--- src/rtl/tpu_tile_sequencer.sv ---
// tpu_tile_sequencer
//
// Control sequencer for a multi-tile systolic matrix job. A job of
// num_tiles tiles is run back-to-back. Each tile streams tile_len feed
// cycles of read addresses to every weight/data bank. It then drains the
// systolic array for 2*ARRAY_SIZE-1 cycles. Finally it writes ARRAY_SIZE
// result rows, round-robin across the output banks, under valid/ready.
//
// Ports
//   clk, srst          clock, synchronous active-high reset
//   tpu_start          job start (only looked at while idle)
//   num_tiles          tiles in the job, captured on start
//   tile_len           feed cycles per tile, captured on start
//   sram_raddr_w/_d    per-bank read addresses (bank b in slice b)
//   alu_start          systolic array enable
//   cycle_num          cycle index within the current tile
//   matrix_index       result row currently offered for writing
//   wr_valid/wr_ready  result row write handshake
//   sram_write_enable  one-hot output bank strobe (combinational)
//   sram_waddr         output row address
//   busy               high whenever the sequencer is not idle
//   tpu_done           one-cycle completion pulse
//
// Optional build macro TPU_TILE_SEQ_ABORT_EN adds input abort and output
// aborted. With it, a running job can be cut short into the done pulse.

module tpu_tile_sequencer #(
    parameter int ARRAY_SIZE     = 32,
    parameter int NUM_BANKS      = 8,
    parameter int ADDR_WIDTH     = 10,
    parameter int NUM_OUT_BANKS  = 3,
    parameter int OUT_ADDR_WIDTH = 6,
    parameter int TILE_CNT_WIDTH = 8,
    parameter int CYC_WIDTH      = 9
) (
    input  logic                            clk,
    input  logic                            srst,
    input  logic                            tpu_start,
    input  logic [TILE_CNT_WIDTH-1:0]       num_tiles,
    input  logic [ADDR_WIDTH-1:0]           tile_len,
    output logic [NUM_BANKS*ADDR_WIDTH-1:0] sram_raddr_w,
    output logic [NUM_BANKS*ADDR_WIDTH-1:0] sram_raddr_d,
    output logic                            alu_start,
    output logic [CYC_WIDTH-1:0]            cycle_num,
    output logic [$clog2(ARRAY_SIZE)-1:0]   matrix_index,
    output logic                            wr_valid,
    input  logic                            wr_ready,
    output logic [NUM_OUT_BANKS-1:0]        sram_write_enable,
    output logic [OUT_ADDR_WIDTH-1:0]       sram_waddr,
    output logic                            busy,
    output logic                            tpu_done
`ifdef TPU_TILE_SEQ_ABORT_EN
    ,
    input  logic                            abort,
    output logic                            aborted
`endif
);

    localparam int ROW_W   = $clog2(ARRAY_SIZE);
    localparam int BANK_W  = (NUM_OUT_BANKS > 1) ? $clog2(NUM_OUT_BANKS) : 1;
    localparam int DRAIN_W = $clog2(2 * ARRAY_SIZE);
    localparam int CNT_W   = (ADDR_WIDTH > DRAIN_W) ? ADDR_WIDTH : DRAIN_W;

    localparam logic [CNT_W-1:0]  DRAIN_LAST = CNT_W'(2 * ARRAY_SIZE - 2);
    localparam logic [ROW_W-1:0]  ROW_LAST   = ROW_W'(ARRAY_SIZE - 1);
    localparam logic [BANK_W-1:0] BANK_LAST  = BANK_W'(NUM_OUT_BANKS - 1);

    typedef enum logic [2:0] {
        IDLE,
        FEED,
        DRAIN,
        WRITE,
        DONE
    } state_t;

    state_t                    state_q, state_d;
    logic [TILE_CNT_WIDTH-1:0] num_tiles_q, num_tiles_d;
    logic [ADDR_WIDTH-1:0]     tile_len_q, tile_len_d;
    logic [TILE_CNT_WIDTH-1:0] tile_idx_q, tile_idx_d;
    logic [ADDR_WIDTH-1:0]     base_q, base_d;
    logic [CNT_W-1:0]          cnt_q, cnt_d;
    logic [CYC_WIDTH-1:0]      cycle_num_q, cycle_num_d;
    logic [ADDR_WIDTH-1:0]     raddr_q, raddr_d;
    logic [ROW_W-1:0]          row_q, row_d;
    logic [OUT_ADDR_WIDTH-1:0] waddr_q, waddr_d;
    logic [BANK_W-1:0]         bank_q, bank_d;
    logic [OUT_ADDR_WIDTH-1:0] round_q, round_d;
    logic                      alu_start_q, alu_start_d;
    logic                      wr_valid_q, wr_valid_d;
    logic                      busy_q, busy_d;
    logic                      tpu_done_q, tpu_done_d;
    logic                      empty_q, empty_d;
`ifdef TPU_TILE_SEQ_ABORT_EN
    logic                      aborted_q, aborted_d;
`endif

    logic [CNT_W-1:0] feed_last;
    logic             row_accept;
    logic             last_tile;

    assign feed_last  = CNT_W'(tile_len_q) - CNT_W'(1);
    assign row_accept = wr_valid_q && wr_ready;
    assign last_tile  = (tile_idx_q == num_tiles_q - TILE_CNT_WIDTH'(1));

    // Next-state and next-output logic. Every registered output is computed
    // here from the state being entered, so it is valid in the first cycle
    // of that state. An empty job (zero tiles or zero length) passes
    // through DONE for its single busy cycle. It raises tpu_done on the
    // way back to IDLE, which the empty_q flag remembers.
    always_comb begin
        state_d     = state_q;
        num_tiles_d = num_tiles_q;
        tile_len_d  = tile_len_q;
        tile_idx_d  = tile_idx_q;
        base_d      = base_q;
        cnt_d       = cnt_q;
        cycle_num_d = cycle_num_q;
        raddr_d     = raddr_q;
        row_d       = row_q;
        waddr_d     = waddr_q;
        bank_d      = bank_q;
        round_d     = round_q;
        empty_d     = empty_q;
        alu_start_d = 1'b0;
        wr_valid_d  = 1'b0;
        tpu_done_d  = 1'b0;
        busy_d      = 1'b0;

        case (state_q)
            IDLE: begin
                if (tpu_start) begin
                    if (num_tiles != '0 && tile_len != '0) begin
                        state_d     = FEED;
                        num_tiles_d = num_tiles;
                        tile_len_d  = tile_len;
                        tile_idx_d  = '0;
                        bank_d      = '0;
                        round_d     = '0;
                        base_d      = '0;
                        cnt_d       = '0;
                        cycle_num_d = '0;
                        raddr_d     = '0;
                        alu_start_d = 1'b1;
                    end else begin
                        state_d = DONE;
                        empty_d = 1'b1;
                    end
                end
            end

            FEED: begin
                alu_start_d = 1'b1;
                cycle_num_d = cycle_num_q + CYC_WIDTH'(1);
                if (cnt_q == feed_last) begin
                    state_d = DRAIN;
                    cnt_d   = '0;
                end else begin
                    cnt_d   = cnt_q + CNT_W'(1);
                    raddr_d = base_q + cnt_d[ADDR_WIDTH-1:0];
                end
            end

            DRAIN: begin
                if (cnt_q == DRAIN_LAST) begin
                    state_d    = WRITE;
                    wr_valid_d = 1'b1;
                    row_d      = '0;
                    waddr_d    = OUT_ADDR_WIDTH'(round_q * ARRAY_SIZE);
                end else begin
                    alu_start_d = 1'b1;
                    cnt_d       = cnt_q + CNT_W'(1);
                    cycle_num_d = cycle_num_q + CYC_WIDTH'(1);
                end
            end

            WRITE: begin
                wr_valid_d = 1'b1;
                if (row_accept) begin
                    if (row_q == ROW_LAST) begin
                        wr_valid_d = 1'b0;
                        if (bank_q == BANK_LAST) begin
                            bank_d  = '0;
                            round_d = round_q + OUT_ADDR_WIDTH'(1);
                        end else begin
                            bank_d = bank_q + BANK_W'(1);
                        end
                        if (last_tile) begin
                            state_d    = DONE;
                            tpu_done_d = 1'b1;
                        end else begin
                            state_d     = FEED;
                            tile_idx_d  = tile_idx_q + TILE_CNT_WIDTH'(1);
                            base_d      = base_q + tile_len_q;
                            raddr_d     = base_d;
                            cnt_d       = '0;
                            cycle_num_d = '0;
                            alu_start_d = 1'b1;
                        end
                    end else begin
                        row_d   = row_q + ROW_W'(1);
                        waddr_d = waddr_q + OUT_ADDR_WIDTH'(1);
                    end
                end
            end

            DONE: begin
                state_d    = IDLE;
                tpu_done_d = empty_q;
                empty_d    = 1'b0;
            end

            default: begin
                state_d = IDLE;
            end
        endcase

`ifdef TPU_TILE_SEQ_ABORT_EN
        // An abort cuts straight to the done pulse from any active phase,
        // quietening the array and the write port in the same step.
        aborted_d = 1'b0;
        if (abort && (state_q == FEED || state_q == DRAIN || state_q == WRITE)) begin
            state_d     = DONE;
            alu_start_d = 1'b0;
            wr_valid_d  = 1'b0;
            tpu_done_d  = 1'b1;
            aborted_d   = 1'b1;
        end
`endif

        busy_d = (state_d != IDLE);
    end

    // State and output registers with synchronous reset.
    always_ff @(posedge clk) begin
        if (srst) begin
            state_q     <= IDLE;
            num_tiles_q <= '0;
            tile_len_q  <= '0;
            tile_idx_q  <= '0;
            base_q      <= '0;
            cnt_q       <= '0;
            cycle_num_q <= '0;
            raddr_q     <= '0;
            row_q       <= '0;
            waddr_q     <= '0;
            bank_q      <= '0;
            round_q     <= '0;
            alu_start_q <= 1'b0;
            wr_valid_q  <= 1'b0;
            busy_q      <= 1'b0;
            tpu_done_q  <= 1'b0;
            empty_q     <= 1'b0;
`ifdef TPU_TILE_SEQ_ABORT_EN
            aborted_q   <= 1'b0;
`endif
        end else begin
            state_q     <= state_d;
            num_tiles_q <= num_tiles_d;
            tile_len_q  <= tile_len_d;
            tile_idx_q  <= tile_idx_d;
            base_q      <= base_d;
            cnt_q       <= cnt_d;
            cycle_num_q <= cycle_num_d;
            raddr_q     <= raddr_d;
            row_q       <= row_d;
            waddr_q     <= waddr_d;
            bank_q      <= bank_d;
            round_q     <= round_d;
            alu_start_q <= alu_start_d;
            wr_valid_q  <= wr_valid_d;
            busy_q      <= busy_d;
            tpu_done_q  <= tpu_done_d;
            empty_q     <= empty_d;
`ifdef TPU_TILE_SEQ_ABORT_EN
            aborted_q   <= aborted_d;
`endif
        end
    end

    // The write strobe follows the handshake directly. It is held off
    // while reset is asserted, so a reset cycle never commits a row.
    always_comb begin
        sram_write_enable = '0;
        if (!srst && state_q == WRITE && row_accept) begin
            sram_write_enable[bank_q] = 1'b1;
        end
    end

    // All banks read the same tile row, so one address register fans out.
    assign sram_raddr_w = {NUM_BANKS{raddr_q}};
    assign sram_raddr_d = {NUM_BANKS{raddr_q}};
    assign alu_start    = alu_start_q;
    assign cycle_num    = cycle_num_q;
    assign matrix_index = row_q;
    assign wr_valid     = wr_valid_q;
    assign sram_waddr   = waddr_q;
    assign busy         = busy_q;
    assign tpu_done     = tpu_done_q;
`ifdef TPU_TILE_SEQ_ABORT_EN
    assign aborted      = aborted_q;
`endif

endmodule

--- config.mk ---
export PLATFORM = sky130hd
export DESIGN_NAME = tpu_tile_sequencer
export DESIGN_NICKNAME = d
export VERILOG_FILES = /design/src/rtl/tpu_tile_sequencer.sv
export SDC_FILE = /design/constraint.sdc
export NUM_CORES = 1
export LEC_CHECK = 0
export BUFFER_PORTS_ARGS = -buffer_cell sky130_fd_sc_hd__buf_2
export CORE_MARGIN = 2
export CORE_UTILIZATION = 56
export DETAILED_ROUTE_END_ITERATION = 6
export PLACE_DENSITY = 0.95
export SLEW_MARGIN = 10
export SYNTH_ARGS = -nofsm -noshare
export SYNTH_HDL_FRONTEND = slang
export SYNTH_SLANG_ARGS = --single-unit
--- constraint.sdc ---
create_clock -name clk -period 6.6 [get_ports clk]
set_input_delay 0.33 -clock clk [delete_from_list [all_inputs] [get_ports clk]]
set_output_delay 0.33 -clock clk [all_outputs]
set_load 0.02 [all_outputs]
==> metrics list, run 1 <==
- Part of the Yosys area used for sequential elements: 0.269
- Across all hold checks on the routed design, the worst slack comes to around 0.23 ns.
- The H-tree was split into 3 levels.
- Of the total synthesized cell area, the portion taken by AND, OR, NAND and NOR gates is 0.206.
* DR WL/cell: 16.3 µm
- Worst skew pair latency: about 0.36 ns
* Crit path max fanout: 8
- STA classifies the critical path endpoint as a flop.
* Pre-CTS WS: approximately 3.4 ns
* Fraction of final layout cells with drive strength greater than 1: 0.290
- Number of CTS-inserted buffers: 9
* Crit path largest cell delay: about 0.53 ns
- The share of total power dissipated in the clock network is 0.375.
- Library cell contributing the largest single delay on the critical path: sky130_fd_sc_hd__o41ai_1
* Remaining design rule violation count: 9
- Fin Clk Skew: ~0.012 ns
* Comb power frac: 0.229
- In this run the power density over the cells is around 220 mW/mm².
- Antenna violations before repair: 0
- The detailed router finished its first iteration with between 300 and 400 violations.
- TritonCTS built the clock tree.
- The count of buffers added on input and output ports is between 200 and 250.
- Setup repair after global routing missed its margin: false
- WP data arrival: 3.48 ns
* Final setup violation count: 0
* Syn_nets: 840
- The floorplan step set the die width to 111 µm.
- IR analysis of the VDD net gives a maximum drop of roughly 0.13 mV.
- Congestion Overflow GR: 0
* Total die area: ~0.012 mm²
* Switching pwr: roughly 0.51 mW
- Each instance of the synthesized netlist takes up on average 8.20 µm².
* Number of antenna-violating nets in the routed design: 0
- Yosys mapped the design onto 78 distinct sky130hd cell types.
* Max-cap violation count: 0
- Yosys attributes the largest share of cell area to sky130_fd_sc_hd__dfxtp_1 27%, sky130_fd_sc_hd__buf_4 18%, sky130_fd_sc_hd__ha_1 5.2%, sky130_fd_sc_hd__xnor2_1 4.6%, sky130_fd_sc_hd__nor2_1 4.1%.
- After clock tree synthesis, the clock-pin slew on the worst setup and hold paths is 0.07 ns.
- Largest net degree at the start of global routing: 52
* Multiplexer fraction of the synthesized cell area: 0.0404
- Sink count of the clock tree: just under 90
* Total core area: 0.0113 mm²
- In the routed layout, each cell is associated on average with a via count of 5.89.
- Final WL: 15.9 mm
- For this design the static power due to leakage is roughly 3.2 nW.
- The longest clock path from root to sink contains 2 buffers.
- Crit path kind: flop to flop
* Transition time at the pin with the least slew margin: around 1.1 ns
* Setup Buffers After CTS: 0
- After technology mapping, the gate count stands at approximately 790.
* Crit path buffers/inverters: 0
- Of the total synthesized cell area, the portion taken by full adders, half adders and majority gates is 0.0584.
- Summed over all instances, the cell type with the most area after synthesis is sky130_fd_sc_hd__dfxtp_1.
* Gates resized, CTS repair: 0
* Violations in the final reports: design-rule violations
- First-pass GRT wire length: 25.4 mm
- Internal Dissipation: between 0.9 and 1 mW
- CTS Root Cell: sky130_fd_sc_hd__clkbuf_16
- EDFF count, synth: 0
- For this run, the top clock speed supported by timing is about 310 MHz.
- Dominant combinational cell family by area after synthesis: buffers and inverters
- The finished layout holds around 1000 standard cells, fillers aside.
* Power after layout: between 1 and 1.5 mW
- Number of pins exceeding their max-slew limit in the final report: 0
* Number of synthesis warnings: 0
- Number of top-level design ports: ~210
* Tightest Hold Check Type: input pin to flop
- Switching share of total power: 0.344
- Of the total synthesized cell area, the portion taken by XOR and XNOR cells is 0.0663.
- sky130_fd_sc_hd__buf_4 is the most common cell in the netlist.
* Flip-flop and latch count after synthesis: slightly below 90
* Via count of the routed design: 5753
- 0 antenna diodes ended up in the layout.
* Req. time, crit path: just under 7 ns
- For this configuration, the core starts out at a cell density of 0.571.
- The final count of hold timing violations was 0.
- The share of total power dissipated in sequential elements is 0.396.
- On the critical path the largest part of the delay comes from compound AO/OA/AOI/OAI gates.
* Count of hold buffers inserted by post-cts repair: 0
- The flow ran to the end, but the final reports show violations.
- By count the netlist is led by 151 x sky130_fd_sc_hd__buf_4, 87 x sky130_fd_sc_hd__dfxtp_1, 71 x sky130_fd_sc_hd__nor2_1, 49 x sky130_fd_sc_hd__nand2_1, 47 x sky130_fd_sc_hd__a21oi_1.
- For this run, the post-layout net count is about 900.
* Primary flip-flop cell chosen by synthesis mapping: sky130_fd_sc_hd__dfxtp_1
* Element type at the critical path start: flop
- In the finished design, the share of the clock period the worst path needs comes to 0.489.
- Max-slew headroom: 0.251
- Including well taps, the total number of placed cells is 961.
- Relative to the synthesized area, the layout overhead comes to 4.51%.
- Routability-driven placement finished with a final weighted congestion of 0.969.
* Number of placement rows: 39
- Of the post-synthesis cell area, the dominant cell type holds 0.269.
- Compound-gate portion of the synthesized area: 0.153
* Synthesized area: 0.00647 mm²
* Via count of the first global-routing pass: between 5000 and 6000
* Cell chain of the critical path: ha_1 > nand3_1 > xnor2_1 > ha_1 > nand3_1 > o211ai_1 > o41ai_1 > o21ai_0 > xnor2_1 > a21oi_1 > a211oi_1
* Setup ws final: approximately 3.4 ns
- Measured along the y axis, the die boundary spans around 110 µm.
* Clock period minus worst slack: 3.22 ns
* Setup TNS: 0 ns
- Detailed placement finished with a half-perimeter wire length of about 11 mm.
- In the global route stage, overall resource usage came out at 0.248.
- Share of flip-flops with an asynchronous set or reset after synthesis: 0
- DR pass1 iterations: 7
-- final timing paths --
check                           cells past startpoint              to    startpoint  slack [ns]
worst min register to register                      2    cycle_num[1]  cycle_num[1]        0.50
worst max-delay path                               11      raddr_q[9]      cnt_q[0]        3.38
worst max register to register                     11      raddr_q[9]      cnt_q[0]        3.38
worst min-delay path                                3  num_tiles_q[7]  num_tiles[7]        0.23
-- worst reg2reg max path: cells and delay by family, from the launching register on --
family	cells	cell delay (ns)
xor+xnor	2	0.46
simple gates	2	0.27
fa+ha+maj	2	0.67
flops	1	0.51
compound gates	5	1.22
-- state kept, by name, summed over array words and instances, names as in the netlist, 2 cells and up --
signal,cells
bank_q,2
base_q,10
cnt_q,10
cycle_num,9
matrix_index,5
num_tiles_q,8
raddr_q,10
sram_waddr,6
state_q,3
tile_idx_q,8
tile_len_q,10
-- cell usage in the layout (no fill, tap or decap), drive strengths merged, types with 5 or more instances in the layout --
master and instances:
xnor2 34, and3 10, buf 210, nor2b 5, a22oi 6, nand2 49
dfxtp 87, clkbuf 9, or3 13, mux2i 25, inv 22, xor2 15
a21oi 48, nor2 72, nand3 26, o211ai 6, nor4 15, a21o 6
nand4 9, a211oi 13, o21ai 16, ha 27, a32oi 5, nand2b 13
nor3 16
-- area by class of cell --
type / count / area [µm²]
Clock buffer: 9 / 225
Multi-Input combinational cell: 503 / 3390
Fill cell: 915 / 4560
Tap cell: 143 / 179
Sequential cell: 87 / 1740
Clock inverter: 7 / 97.6
Timing Repair Buffer: 210 / 1060
Inverter: 18 / 67.6
-- power by group through the flow --
stage	Clock [mW]	Combinational, mW	Sequential [mW]
after floorplan	0	0.321	0.590
after global placement	0	0.327	0.592
after detailed placement	0	0.333	0.594
after CTS	0.553	0.335	0.582
after global routing	0.576	0.359	0.586
final	0.551	0.336	0.582
-- stage by stage --
stage,area (µm²),util
2_1_floorplan,6470,-
3_3_place_gp,6440,0.569
3_5_place_dp,6440,0.569
4_1_cts,6760,0.597
5_1_grt,6760,0.597
6_report,6760,0.597
-- metal layers --
metal,share of wire,global-route usage,vias up
li1,-,-,2704
met1,0.41,0.307,2690
met2,0.48,0.426,311
met3,0.070,0.0376,48
met4,0.037,0.111,0
met5,0,0,-
-- kinds of logic (layout without fill, tap and decap cells) --
kind of cell	Yosys count	after routing
and+or+nand+nor	255	255
buffers and inverters	199	244
AOI/OAI and AO/OA	144	144
DFF	87	87
xor gates and xnor gates	49	49
adders and majority gates	29	29
muxes	26	26
Power figures use the tool's default switching activity.
==> inputs of run 2 (changes only) <==
--- a/config.mk
+++ b/config.mk
@@ -7,9 +7,9 @@
 export LEC_CHECK = 0
 export BUFFER_PORTS_ARGS = -buffer_cell sky130_fd_sc_hd__buf_2
 export CORE_MARGIN = 2
-export CORE_UTILIZATION = 56
+export CORE_UTILIZATION = 47
 export DETAILED_ROUTE_END_ITERATION = 6
-export PLACE_DENSITY = 0.95
+export PLACE_DENSITY = 0.86
 export SLEW_MARGIN = 10
 export SYNTH_ARGS = -nofsm -noshare
 export SYNTH_HDL_FRONTEND = slang
==> constraint.sdc (replaced) <==
create_clock -name clk -period 2.77 [get_ports clk]
set_input_delay 0.1385 -clock clk [delete_from_list [all_inputs] [get_ports clk]]
set_output_delay 0.1385 -clock clk [all_outputs]
set_load 0.02 [all_outputs]
==> run 2 against run 1 <==
Compared with the run above:
- the flow now finishes without violations
- first-iteration DRC count increased by 8.2%
- global-route usage decreased by 4.7 points
- core utilization decreased by 6.9 points
- wire length decreased by 2.6%
- total power increased by 140%
- design area increased by 4.2%
- maximum frequency increased by 23%
- setup slack got worse by 3.2 ns
- non-clock buffer count increased by 23
- largest cell class unchanged
- highest routed layer unchanged
==> metrics list, run 2 (synthesis gave the netlist of run 1 again) <==
- Detail-routed via count per cell: 5.56 (-5.6%)
- The highest ir drop seen on vdd was 0.264 mV (+110%).
- The final-report setup violation count is 0 (unchanged).
- The CTS sink count was 87 (unchanged).
* Port Buf Inserts: 208 (unchanged)
- The total power per unit cell area came to 491 mW/mm² (+130%).
- Start point of the critical path: cnt_q[3]
- Largest net degree at the start of global routing: 38 (-27%)
* Via count of the routed design: 5740 (-0.23%)
* Number of antenna-violating nets in the routed design: 0 (unchanged)
- Result of the run: finished, final reports clean
- Max-cap violation count: 0 (unchanged)
- Req. time, crit path: 3.04 ns (-3.81 ns)
- CP top delay family: simple AND/OR/NAND/NOR gates
- Worst skew pair latency: 0.35 ns (about the same)
- In the layout the commonest cells are 208 x sky130_fd_sc_hd__buf_2, 84 x sky130_fd_sc_hd__dfxtp_1, 71 x sky130_fd_sc_hd__nor2_1.
* Total core area: 0.0133 mm² (+18%)
- Via count of the first global-routing pass: 4787 (-6.8%)
- Core Util, Final: 0.528 (-0.0694)
- CTS Root Cell: sky130_fd_sc_hd__clkbuf_16
- The worst max-slew margin expressed relative to the limit was 0.501 (+0.250).
* Number of CTS-inserted buffers: 9 (unchanged)
- Element type at the critical path start: flop
- Post-DP HPWL: 11.4 mm (-0.50%)
- Ant. Diodes: 0 (unchanged)
- Chip Height: 121 µm (+8.8%)
- The number of filler instances in the final layout was 1201 (+31%).
* Area taken by multi-input logic gates: 0.00348 mm² (+2.6%)
* Inst Count DP: 1017 (+5.8%)
* Floorplan die width: 121 µm (+8.8%)
- The number of nets in the finished design came to 903 (+2.6%).
- In this run the critical register-to-register path is launched from cnt_q[3].
- The final design instance area without fill was 0.00704 mm² (+4.2%).
- The final count of hold timing violations came to 0 (unchanged).
* Most common cell after layout, fill and taps aside: sky130_fd_sc_hd__buf_2
- Crit path largest cell delay: 0.49 ns (-0.04 ns)
- The total area of sequential cells was 0.00175 mm² (+0.22%).
* Clock period minus worst slack: 2.63 ns (-0.597 ns)
- The final setup TNS is 0 ns (unchanged).
* Cell chain of the critical path: and4_2 > nand2_1 > xnor2_1 > ha_1 > nor3_1 > nor2_1 > o41ai_2 > o21ai_1 > xnor2_1 > a21oi_1 > a211oi_2
- Type of destination of the critical path: flop
- The area growth from synthesis to layout is 8.90%.
- Final WL: 15.5 mm (-2.6%)
* Hold slack final: 0.0421 ns (-0.190 ns)
- The final-report max-slew violation count came to 0 (unchanged).
- The total chip power was 3.46 mW (+140%).
- Fin Clk Skew: 0.00896 ns (-0.00314 ns)
- The post-layout instance count excluding filler cells was 1033 (+5.7%).
* Congestion Overflow GR: 0 (unchanged)
* All-layer global routing usage: 0.200 (-0.0474)
* Number of buffers on the longest clock path: 2 (unchanged)
- Post-route clock period utilization: 0.949 (+0.460)
- Worst path most repeated cell: sky130_fd_sc_hd__xnor2_1
- Setup ws final: 0.142 ns (-3.23 ns)
- TritonCTS built the clock tree.
- Remaining design rule violation count: 0 (-9)
- The maximum operating frequency was 381 MHz (+23%).
* Violation count after the first detailed-route iteration: 395 (+8.2%)
* Clock-pin transition on the worst setup and hold timing paths: 0.07 ns (about the same)
- First-pass GRT wire length: 23.8 mm (-6.5%)
- The global placer's final weighted congestion is 0.888 (-8.4%).
- The area after detailed placement was 0.00665 mm² (+3.3%).
* WP data arrival: 2.89 ns (-0.59 ns)
- Fraction of final layout cells with drive strength greater than 1: 0.331 (+0.0412)
- Pre-CTS WS: 0.0746 ns (-3.35 ns)
- Initial core utilization: 0.485 (-0.0868)
* H-tree levels: 3 (unchanged)
- Library cell contributing the largest single delay on the critical path: sky130_fd_sc_hd__dfxtp_1
- The largest driver fanout on the critical path is 7 (-1).
- The static power due to leakage is 3.38 nW (+4.5%).
- Origin of the worst min-delay path: num_tiles[7]
- The wire length per cell came to 15.0 µm (-7.9%).
- Number of top-level design ports: 209 (unchanged)
- Number of placement rows: 42 (+7.7%)
- The initial antenna violation count was 0 (unchanged).
- The die area is 0.0147 mm² (+18%).
* Tightest Hold Check Type: input pin to flop
- Setup Buffers After CTS: 0 (unchanged)
- Transition time at the pin with the least slew margin: 0.746 ns (-0.377 ns)
- Crit path kind: flop to flop
* DR pass1 iterations: 5 (-2)
* Crit path buffers/inverters: 0 (unchanged)
## run 2: cell types whose count changed in the layout (fill, tap and decap cells not counted), moves of 3 or more
cell,delta
sky130_fd_sc_hd__dfxtp_2,+3
sky130_fd_sc_hd__ha_1,-3
sky130_fd_sc_hd__buf_4,+23
sky130_fd_sc_hd__inv_8,-3
sky130_fd_sc_hd__dfxtp_1,-3
## run 2: final timing paths
kind,slack [ns],cells past startpoint,to
max reg2reg,0.14,11,raddr_q[9]
min,0.04,3,num_tiles_q[7]
min reg2reg,0.50,2,cycle_num[1]
max,0.14,11,raddr_q[9]
## run 2: area by class of cell
cell class                      count  share of cell area
Clock inverter                      5             0.00817
Inverter                           18             0.00959
Timing Repair Buffer              233               0.174
Sequential cell                    87               0.248
Clock buffer                       11              0.0345
Multi-Input combinational cell    503               0.494
Tap cell                          176              0.0313
## run 2: tightest hold or removal path, cell delays in order
cell and delay (ns):
sky130_fd_sc_hd__buf_2 0.09, sky130_fd_sc_hd__mux2i_1 0.06, sky130_fd_sc_hd__nor2_1 0.07
## run 2: what timing repair did
action / CTS / global route
endpoints found under the setup margin: 0 / 17
hold buffers: 0 / 0
gates resized for setup: 0 / 23
## run 2: layer usage
metal  track usage  wire, µm  vias up
li1              -         -     2757
met1         0.260      6420     2691
met2         0.327      7580      258
met3        0.0291      1130       34
met4        0.0927       405        0
met5             0         0        -
## run 2: report_power, final
group	switching (mW)	internal (mW)	total, mW
combinational	0.543	0.305	0.848
sequential	0.0856	1.29	1.38
clock	0.508	0.724	1.23
total	1.14	2.32	3.46
